$ cat src/rtl/seq_dtr_pkg.sv
// seq_dtr shared types and defaults.
// Imported by the interface, the button front end and the top.
package seq_dtr_pkg;

    typedef enum logic [1:0] {
        ARMED,
        HIT,
        MISS
    } state_t;

    localparam int W_DEF  = 8;
    localparam int DB_DEF = 4;

endpackage

$ cat src/rtl/seq_dtr_if.sv
// Player/sweeper/display bundle for the seq_dtr judge.
// master drives BTN/LEDS/SW; slave (the judge) drives Z/SEQ/SEQ2.
interface seq_dtr_if
    import seq_dtr_pkg::*;
#(
    parameter int W = W_DEF
);

    logic         BTN;
    logic [W-1:0] LEDS;
    logic [W-1:0] SW;
    logic         Z;
    logic [W-1:0] SEQ;
    logic [W-1:0] SEQ2;

    modport master (
        output BTN,
        output LEDS,
        output SW,
        input  Z,
        input  SEQ,
        input  SEQ2
    );

    modport slave (
        input  BTN,
        input  LEDS,
        input  SW,
        output Z,
        output SEQ,
        output SEQ2
    );

endinterface

$ cat src/rtl/seq_dtr_btn.sv
// Button front end: sync, optional debounce, rising-edge press pulse.
// SEQ_DTR_DEBOUNCE_EN selects the DB_CYC-cycle debounce filter.
module seq_dtr_btn
    import seq_dtr_pkg::*;
`ifdef SEQ_DTR_DEBOUNCE_EN
#(
    parameter int DB_CYC = DB_DEF
)
`endif
(
    input  logic CLK,
    input  logic RST_N,
    input  logic BTN,
    output logic press
);

    logic init_q, init_d;
    logic btn_d_q, btn_d_d;
    logic btn_s;
    logic sync_q, sync_d;

`ifdef SEQ_DTR_DEBOUNCE_EN
    localparam int CW = $clog2(DB_CYC + 1);

    logic          lvl_q, lvl_d;
    logic [CW-1:0] cnt_q, cnt_d;

    always_comb begin
        sync_d = BTN;
        lvl_d  = lvl_q;
        cnt_d  = '0;
        if (init_q) begin
            lvl_d = BTN;
        end else if (sync_q != lvl_q) begin
            if (cnt_q == CW'(DB_CYC - 1)) lvl_d = ~lvl_q;
            else                          cnt_d = cnt_q + 1'b1;
        end
    end

    always_ff @(posedge CLK or negedge RST_N) begin
        if (!RST_N) begin
            lvl_q <= 1'b0;
            cnt_q <= '0;
        end else begin
            lvl_q <= lvl_d;
            cnt_q <= cnt_d;
        end
    end

    assign btn_s = lvl_q;
`else
    assign sync_d = BTN;
    assign btn_s  = sync_q;
`endif

    // First edge after reset loads btn_d from BTN so a held button is not a press
    always_comb begin
        init_d  = 1'b0;
        btn_d_d = init_q ? BTN : btn_s;
    end

    always_ff @(posedge CLK or negedge RST_N) begin
        if (!RST_N) begin
            init_q  <= 1'b1;
            sync_q  <= 1'b0;
            btn_d_q <= 1'b1;
        end else begin
            init_q  <= init_d;
            sync_q  <= sync_d;
            btn_d_q <= btn_d_d;
        end
    end

    assign press = btn_s & ~btn_d_q;

endmodule

$ cat src/rtl/seq_dtr.sv
// Precision-press judge: hit FSM, outcome history and saturating hit count.
// Build with SEQ_DTR_DEBOUNCE_EN to debounce BTN over DB_CYC cycles.
module seq_dtr
    import seq_dtr_pkg::*;
#(
    parameter int W = W_DEF
`ifdef SEQ_DTR_DEBOUNCE_EN
    ,
    parameter int DB_CYC = DB_DEF
`endif
) (
    input  logic      CLK,
    input  logic      RST_N,
    seq_dtr_if.slave  io
);

    logic         press;
    logic         hit;
    state_t       state_q, state_d;
    logic         z_q, z_d;
    logic [W-1:0] seq_q, seq_d;
    logic [W-1:0] seq2_q, seq2_d;

`ifdef SEQ_DTR_DEBOUNCE_EN
    seq_dtr_btn #(
        .DB_CYC (DB_CYC)
    ) u_btn (
        .CLK   (CLK),
        .RST_N (RST_N),
        .BTN   (io.BTN),
        .press (press)
    );
`else
    seq_dtr_btn u_btn (
        .CLK   (CLK),
        .RST_N (RST_N),
        .BTN   (io.BTN),
        .press (press)
    );
`endif

    assign hit = |(io.LEDS & io.SW);

    always_comb begin
        state_d = state_q;
        seq_d   = seq_q;
        seq2_d  = seq2_q;
        unique case (1'b1)
            press & hit: begin
                state_d = HIT;
                seq_d   = {seq_q[W-2:0], 1'b1};
                if (~&seq2_q) seq2_d = seq2_q + 1'b1;
            end
            press & ~hit: begin
                state_d = MISS;
                seq_d   = {seq_q[W-2:0], 1'b0};
            end
            default: ;
        endcase
        z_d = (state_d == HIT);
    end

    always_ff @(posedge CLK or negedge RST_N) begin
        if (!RST_N) begin
            state_q <= ARMED;
            z_q     <= 1'b0;
            seq_q   <= '0;
            seq2_q  <= '0;
        end else begin
            state_q <= state_d;
            z_q     <= z_d;
            seq_q   <= seq_d;
            seq2_q  <= seq2_d;
        end
    end

    assign io.Z    = z_q;
    assign io.SEQ  = seq_q;
    assign io.SEQ2 = seq2_q;

endmodule

$ cat src/flat_wrapper.sv
// flat-port wrapper written by rule: the top's interface ports become plain ports
module seq_dtr_flat import seq_dtr_pkg::*;
#(
    parameter int W = W_DEF

)
  (CLK, RST_N, io_BTN, io_LEDS, io_SW, io_Z, io_SEQ, io_SEQ2);
  seq_dtr_if #(.W(W)) io_i ();
  input  logic CLK;
  input  logic RST_N;
  input wire logic [$bits(io_i.BTN)-1:0] io_BTN;
  input wire logic [$bits(io_i.LEDS)-1:0] io_LEDS;
  input wire logic [$bits(io_i.SW)-1:0] io_SW;
  output wire logic [$bits(io_i.Z)-1:0] io_Z;
  output wire logic [$bits(io_i.SEQ)-1:0] io_SEQ;
  output wire logic [$bits(io_i.SEQ2)-1:0] io_SEQ2;
  assign io_i.BTN = io_BTN;
  assign io_i.LEDS = io_LEDS;
  assign io_i.SW = io_SW;
  assign io_Z = io_i.Z;
  assign io_SEQ = io_i.SEQ;
  assign io_SEQ2 = io_i.SEQ2;
  seq_dtr #(.W(W)) u_core (.CLK(CLK), .RST_N(RST_N), .io(io_i));
endmodule
$ cat config.mk
export PLATFORM = sky130hd
export DESIGN_NAME = seq_dtr_flat
export DESIGN_NICKNAME = d
export VERILOG_FILES = /design/src/rtl/seq_dtr_pkg.sv /design/src/rtl/seq_dtr_if.sv /design/src/rtl/seq_dtr_btn.sv /design/src/rtl/seq_dtr.sv /design/src/flat_wrapper.sv
export SDC_FILE = /design/constraint.sdc
export NUM_CORES = 1
export LEC_CHECK = 0
export CAP_MARGIN = 20
export CORE_MARGIN = 2
export CORE_UTILIZATION = 43
export CTS_CLUSTER_SIZE = 30
export DETAILED_ROUTE_END_ITERATION = 10
export GPL_TIMING_DRIVEN = 0
export PLACE_DENSITY_LB_ADDON = 0.1
export SLEW_MARGIN = 20
export SYNTH_ARGS = -nofsm -noshare
export SYNTH_HDL_FRONTEND = slang
export SYNTH_SLANG_ARGS = --single-unit
$ cat constraint.sdc
create_clock -name CLK -period 1.9 [get_ports CLK]
set_input_delay 0.285 -clock CLK [delete_from_list [all_inputs] [get_ports CLK]]
set_output_delay 0.285 -clock CLK [all_outputs]
set_load 0.02 [all_outputs]
==> impl_metrics.tcl, run 1 <==
set metrics [dict create \
    via_per_inst 4.97 \
    fin_ws_ps 193 \
    cts_tree "done" \
    dr.first_iter.drc_count 6 \
    endpoint_kind "output port" \
    use_met1 0.167 \
    clockBufferDepth 2 \
    clock_skew_ps 2.74 \
    worstSkewPairLatency_ps 310 \
    nNetsFinal 154 \
    worstPathMaxFanout 3 \
    power_density_mw_per_mm2 1210 \
    irDropWorstVdd_v 0.00103 \
    required_ps 1620 \
    cts_resized 0 \
    syn_inst 94 \
    synth_fp_nets 114 \
    fmax_mhz 586 \
    dr.pass1.iters 4 \
    antenna_found_initial 0 \
    clock_sinks 22 \
    gr-total-overflow 0 \
    die_y_um 52.5 \
    dpl.hpwl_um 1410 \
    place.gp.congestion 0.700 \
    ys_ff_latch 22 \
    placed_area_mm2 0.00140 \
    grt_util_all_layers 0.148 \
    fin_tns_setup_ps 0 \
    htree_levels 1 \
    avgSynthCellArea_um2 10.8 \
    dp_slack_ps 6.01 \
    rsz0062_at_grt "no" \
    criticalPathCategory "register to output port" \
    port_buffers 35 \
    stdcell_count 161 \
    post-cts-setup-buffers 0 \
    std_cell_rows 17 \
    final_area_mm2 0.00145 \
    hp-class "input port to register" \
    busiest_layer "met2" \
    ctsHoldBuffers 0 \
    yosys.cell_types.count 30 \
    yosysSeqAreaShare 0.547 \
    drtAntennaViolNets 0 \
    yosysWarnings 0 \
    syn_area_mm2 0.00101 \
    start_kind "register" \
    grt_use_met2 0.242 \
    area_growth_pct 43.3 \
    grt_pass1_wl_um 2930 \
    slew_headroom 0.374 \
    diodes 0 \
    use_met3 0.0543 \
    worst_slew_pin_slew_ps 936 \
    root_buffer "clkbuf_4" \
    crit_start "u_core.io.SEQ[0]$_DFFE_PN0P_" \
    core-area_mm2 0.00221 \
    cts_buffers 3 \
    grt_pass1_vias 719 \
    hold_viol_final 0 \
    period_needed_ps 1710 \
    die_width_um 52.5 \
    drc_errors 0 \
    drive_above_1_share 0.158 \
    setup_viol 0 \
    crit_arrival_ps 1420 \
    start_util 0.457 \
    ios 36 \
    die_area_mm2 0.00276 \
    synth_ff_type "dfrtp_1" \
    async_flop_share 1.00 \
    period_share 0.899 \
    hp-start "io_BTN" \
    wl_per_cell_um 11.6 \
    outcome "completed" \
    path_clk_slew_ps 120 \
    synth-edff-count 0 \
    worstReg2RegStart "u_core.u_btn.btn_d_q$_DFF_PN1_" \
    slew_violations 0 \
    via_count 800 \
    power.static_leakage_nw 0.650 \
    wl_um 1870 \
    maxCapViolations 0 \
    grt_max_degree 23 \
    place_inst 157 \
]
-- where the power goes --
| part | switching (mW) | internal (mW) |
|---|---|---|
| Clock | 0.141 | 0.213 |
| Combinational | 0.330 | 0.368 |
| Sequential | 0.108 | 0.594 |
| Total | 0.580 | 1.18 |
-- sequential cells by signal (all words and copies together) (netlist names), named ones only --
signal / cells
u_core.u_btn.init_q: 1
u_core.u_btn.btn_s: 1
u_core.state_q: 1
u_core.io.SEQ2: 8
u_core.u_btn.btn_d_q: 1
u_core.io.Z: 1
u_core.io.SEQ: 8
-- final timing paths --
| kind | to | slack (ps) | cells after the start |
|---|---|---|---|
| min in group asynchronous | u_core.io.SEQ[5]$_DFFE_PN0P_ | 480 | 1 |
| max | io_SEQ[0] | 190 | 2 |
| max in group asynchronous | u_core.io.SEQ2[3]$_DFFE_PN0P_ | 850 | 1 |
| min | u_core.u_btn.btn_s$_DFF_PN0_ | 430 | 1 |
| max reg2reg | u_core.io.SEQ2[7]$_DFFE_PN0P_ | 220 | 5 |
| min reg2reg | register | 480 | 2 |
-- per-stage QoR --
| step | power (mW) | util | hold WS, ps |
|---|---|---|---|
| 3_3_place_gp | 1.40 | 0.631 | 447 |
| 4_1_cts | 1.77 | 0.655 | 425 |
| 6_report | 1.75 | 0.655 | 426 |
| 2_1_floorplan | 1.09 | - | -10.6 |
| 5_1_grt | 1.85 | 0.655 | 424 |
| 3_5_place_dp | 1.41 | 0.631 | 456 |
-- critical path: stages (launching register included) --
cell and delay [ps]:
dfrtp_1 400, buf_4 120, clkdlybuf4s50_1 590
-- routing by layer --
layer | part of all wire | wire length [um]
met5 | 0 | 0
met1 | 0.42 | 781
met3 | 0.11 | 196
met4 | 0.019 | 36
met2 | 0.46 | 851
-- synthesized netlist by cell type, types with 2 or more instances --
| cell type | number | area share |
|---|---|---|
| nand2_1 | 29 | 0.11 |
| buf_6 | 2 | 0.022 |
| mux2_2 | 2 | 0.022 |
| xor2_1 | 4 | 0.035 |
| dfstp_2 | 2 | 0.052 |
| buf_4 | 7 | 0.052 |
| nor3_1 | 2 | 0.0099 |
| dfrtp_1 | 20 | 0.50 |
| nand3_1 | 2 | 0.0099 |
| a22oi_1 | 4 | 0.030 |
-- cells by family (layout without fill, tap and decap cells) --
group / Yosys count / in the layout / synth area share
and+or+nand+nor: 42 / 42 / 0.212
DFF: 22 / 22 / 0.547
buffers and inverters: 11 / 50 / 0.0817
AOI/OAI and AO/OA: 9 / 9 / 0.0668
xor gates and xnor gates: 5 / 5 / 0.0433
muxes: 3 / 3 / 0.0334
adders and majority gates: 1 / 1 / 0.0124
other: 1 / 1 / 0.00371
-- placed cells by master, fill, tap and decap left out, types with 3 or more instances in the layout --
cell / Yosys / routed
dfrtp_1: 20 / 20
xor2_1: 4 / 4
a22oi_1: 4 / 4
clkbuf_4: 0 / 3
clkdlybuf4s50_1: 0 / 35
nand2_1: 29 / 29
buf_4: 7 / 7
-- layout make-up --
| type | instances | area, um^2 |
|---|---|---|
| Clock inverter | 1 | 30.0 |
| Fill cell | 192 | 763 |
| Multi-Input combinational cell | 61 | 375 |
| Sequential cell | 22 | 553 |
| Timing Repair Buffer | 35 | 350 |
| Clock buffer | 3 | 22.5 |
| Tap cell | 28 | 35.0 |
| Buffer | 10 | 78.8 |
| Inverter | 1 | 3.75 |
No activity file was read; power rests on OpenSTA's default activity.
==> run 2: changes to the inputs <==
--- a/config.mk
+++ b/config.mk
@@ -7,7 +7,8 @@
 export LEC_CHECK = 0
 export CAP_MARGIN = 20
 export CORE_MARGIN = 2
-export CORE_UTILIZATION = 43
+export CORE_UTILIZATION = 45
+export CTS_BUF_LIST = sky130_fd_sc_hd__clkbuf_2
 export CTS_CLUSTER_SIZE = 30
 export DETAILED_ROUTE_END_ITERATION = 10
 export GPL_TIMING_DRIVEN = 0
==> constraint.sdc (replaced) <==
create_clock -name CLK -period 1.86 [get_ports CLK]
set_input_delay 0.279 -clock CLK [delete_from_list [all_inputs] [get_ports CLK]]
set_output_delay 0.279 -clock CLK [all_outputs]
set_load 0.02 [all_outputs]
==> run 2 against run 1 <==
Register-to-register slack got worse by 60 ps. Largest power group unchanged. Utilization barely moved. Largest cell class unchanged. Cell count rose by 0.62%. Clock power fell by 42%. Combinational power rose by 2%. Cell area fell by 1.9%. Sequential share of layout area rose by 0.74 points. Critical path type unchanged. Total power fell by 6.9%. Via count fell by 1.1%. Routed wire length rose by 5.3%. Critical path depth did not move. Clock-buffer cell count rose by 1.
==> impl_metrics.tcl, run 2 (synthesized netlist as in run 1, its figures left out) <==
set metrics [dict create \
    p_total_mw 1.63 \
    worstSkewPairLatency_ps 340 \
    drtAntennaViolNets 0 \
    final_common_cell "clkdlybuf4s50_1" \
    drive_above_1_share 0.164 \
    place.gp.congestion 0.714 \
    hp-class "input port to register" \
    wl_um 1960 \
    maxCapViolations 0 \
    root_buffer "clkbuf_2" \
    crit_arrival_ps 1460 \
    grt_max_degree 23 \
    gr-total-overflow 0 \
    start_kind "register" \
    ios 36 \
    clock_sinks 22 \
    place_inst 157 \
    diodes 0 \
    dr.pass1.iters 2 \
    area_growth_pct 40.6 \
    fin_tns_setup_ps 0 \
    core-area_mm2 0.00217 \
    period_share 0.935 \
    clock_skew_ps 9.21 \
    path_clk_slew_ps 200 \
    slew_violations 0 \
    rsz0062_at_grt "no" \
    nNetsFinal 155 \
    stdcell_count 162 \
    drc_errors 0 \
    post-route-util 0.655 \
    period_needed_ps 1740 \
    via_count 791 \
    hold_viol_final 0 \
    setup_viol 0 \
    power_density_mw_per_mm2 1150 \
    dp_slack_ps -77.9 \
    power.static_leakage_nw 0.643 \
    std_cell_rows 17 \
    port_buffers 35 \
    grt_pass1_wl_um 3340 \
    cts_tree "done" \
    die_width_um 51.4 \
    worstPathMaxFanout 3 \
    clockBufferDepth 2 \
    layout_common_cells "clkdlybuf4s50_1 (34), nand2_1 (29), dfrtp_1 (20), buf_4 (7)" \
    via_per_inst 4.88 \
    outcome "completed" \
    post-cts-setup-buffers 0 \
    grt_util_all_layers 0.173 \
    cts_buffers 3 \
    dpl.hpwl_um 1490 \
    fin_ws_ps 120 \
    die_area_mm2 0.00264 \
    required_ps 1580 \
    antenna_found_initial 0 \
    dr.first_iter.drc_count 11 \
    endpoint_kind "output port" \
    grt_pass1_vias 800 \
    wl_per_cell_um 12.1 \
    criticalPathCategory "register to output port" \
    irDropWorstVdd_v 0.000845 \
    htree_levels 1 \
    die_y_um 51.4 \
    fmax_mhz 575 \
    start_util 0.466 \
]
-- run 2: cell count changes in the layout (fill, tap and decap cells not counted) --
cell,previous run,this run
buf_2,0,1
bufinv_16,1,0
clkbuf_2,0,4
clkbuf_4,3,0
clkdlybuf4s50_1,35,34
dlygate4sd3_1,0,1
-- run 2: stage by stage --
step	instance area (um^2)	hold slack [ps]
2_1_floorplan	1010	-16.6
3_3_place_gp	1400	447
3_5_place_dp	1400	452
4_1_cts	1420	382
5_1_grt	1420	394
6_report	1420	385
-- run 2: power breakdown --
| part | leakage [nW] | switching (mW) | internal, mW |
|---|---|---|---|
| logic | 0.361 | 0.334 | 0.376 |
| clock network | 0.0166 | 0.148 | 0.0569 |
| registers | 0.265 | 0.112 | 0.607 |
| total | 0.643 | 0.595 | 1.04 |
-- run 2: cell type report --
| cell class | count | area [um^2] |
|---|---|---|
| well taps | 28 | 35.0 |
| clock buffers | 4 | 20.0 |
| repair buffers | 36 | 355 |
| flip-flops and latches | 22 | 553 |
| multi-input cells | 61 | 375 |
| fillers | 190 | 748 |
| plain buffers | 10 | 78.8 |
| inverters | 1 | 3.75 |
-- run 2: routing by layer --
metal | up-vias | part of all wire | wire length (um) | track usage
li1 | 385 | - | - | -
met1 | 373 | 0.43 | 838 | 0.192
met2 | 28 | 0.47 | 919 | 0.301
met3 | 5 | 0.085 | 166 | 0.0409
met4 | 0 | 0.020 | 39 | 0.0921
met5 | - | 0 | 0 | 0
-- run 2: timing repair --
item | 4_1_cts | 5_1_grt
gates resized for setup | 0 | 0
hold endpoints to repair | 0 | 20
hold buffers | 0 | 1
-- run 2: final timing paths --
kind | from | end | slack, ps | depth (start not counted)
min in group asynchronous | RST_N | u_core.io.SEQ2[0]$_DFFE_PN0P_ | 400 | 2
max reg2reg | u_core.u_btn.btn_d_q$_DFF_PN1_ | u_core.io.SEQ2[7]$_DFFE_PN0P_ | 160 | 5
max | u_core.io.SEQ[1]$_DFFE_PN0P_ | io_SEQ[1] | 120 | 2
min reg2reg | u_core.state_q[1]$_DFF_PN0_ | u_core.io.Z$_DFF_PN0_ | 480 | 1
max in group asynchronous | RST_N | u_core.u_btn.btn_d_q$_DFF_PN1_ | 1090 | 2
min | io_BTN | u_core.u_btn.btn_s$_DFF_PN0_ | 380 | 1
-- run 2: critical path, cell delays in order (launching register included) --
cell,delay [ps]
dfrtp_1,420
buf_4,120
clkdlybuf4s50_1,590
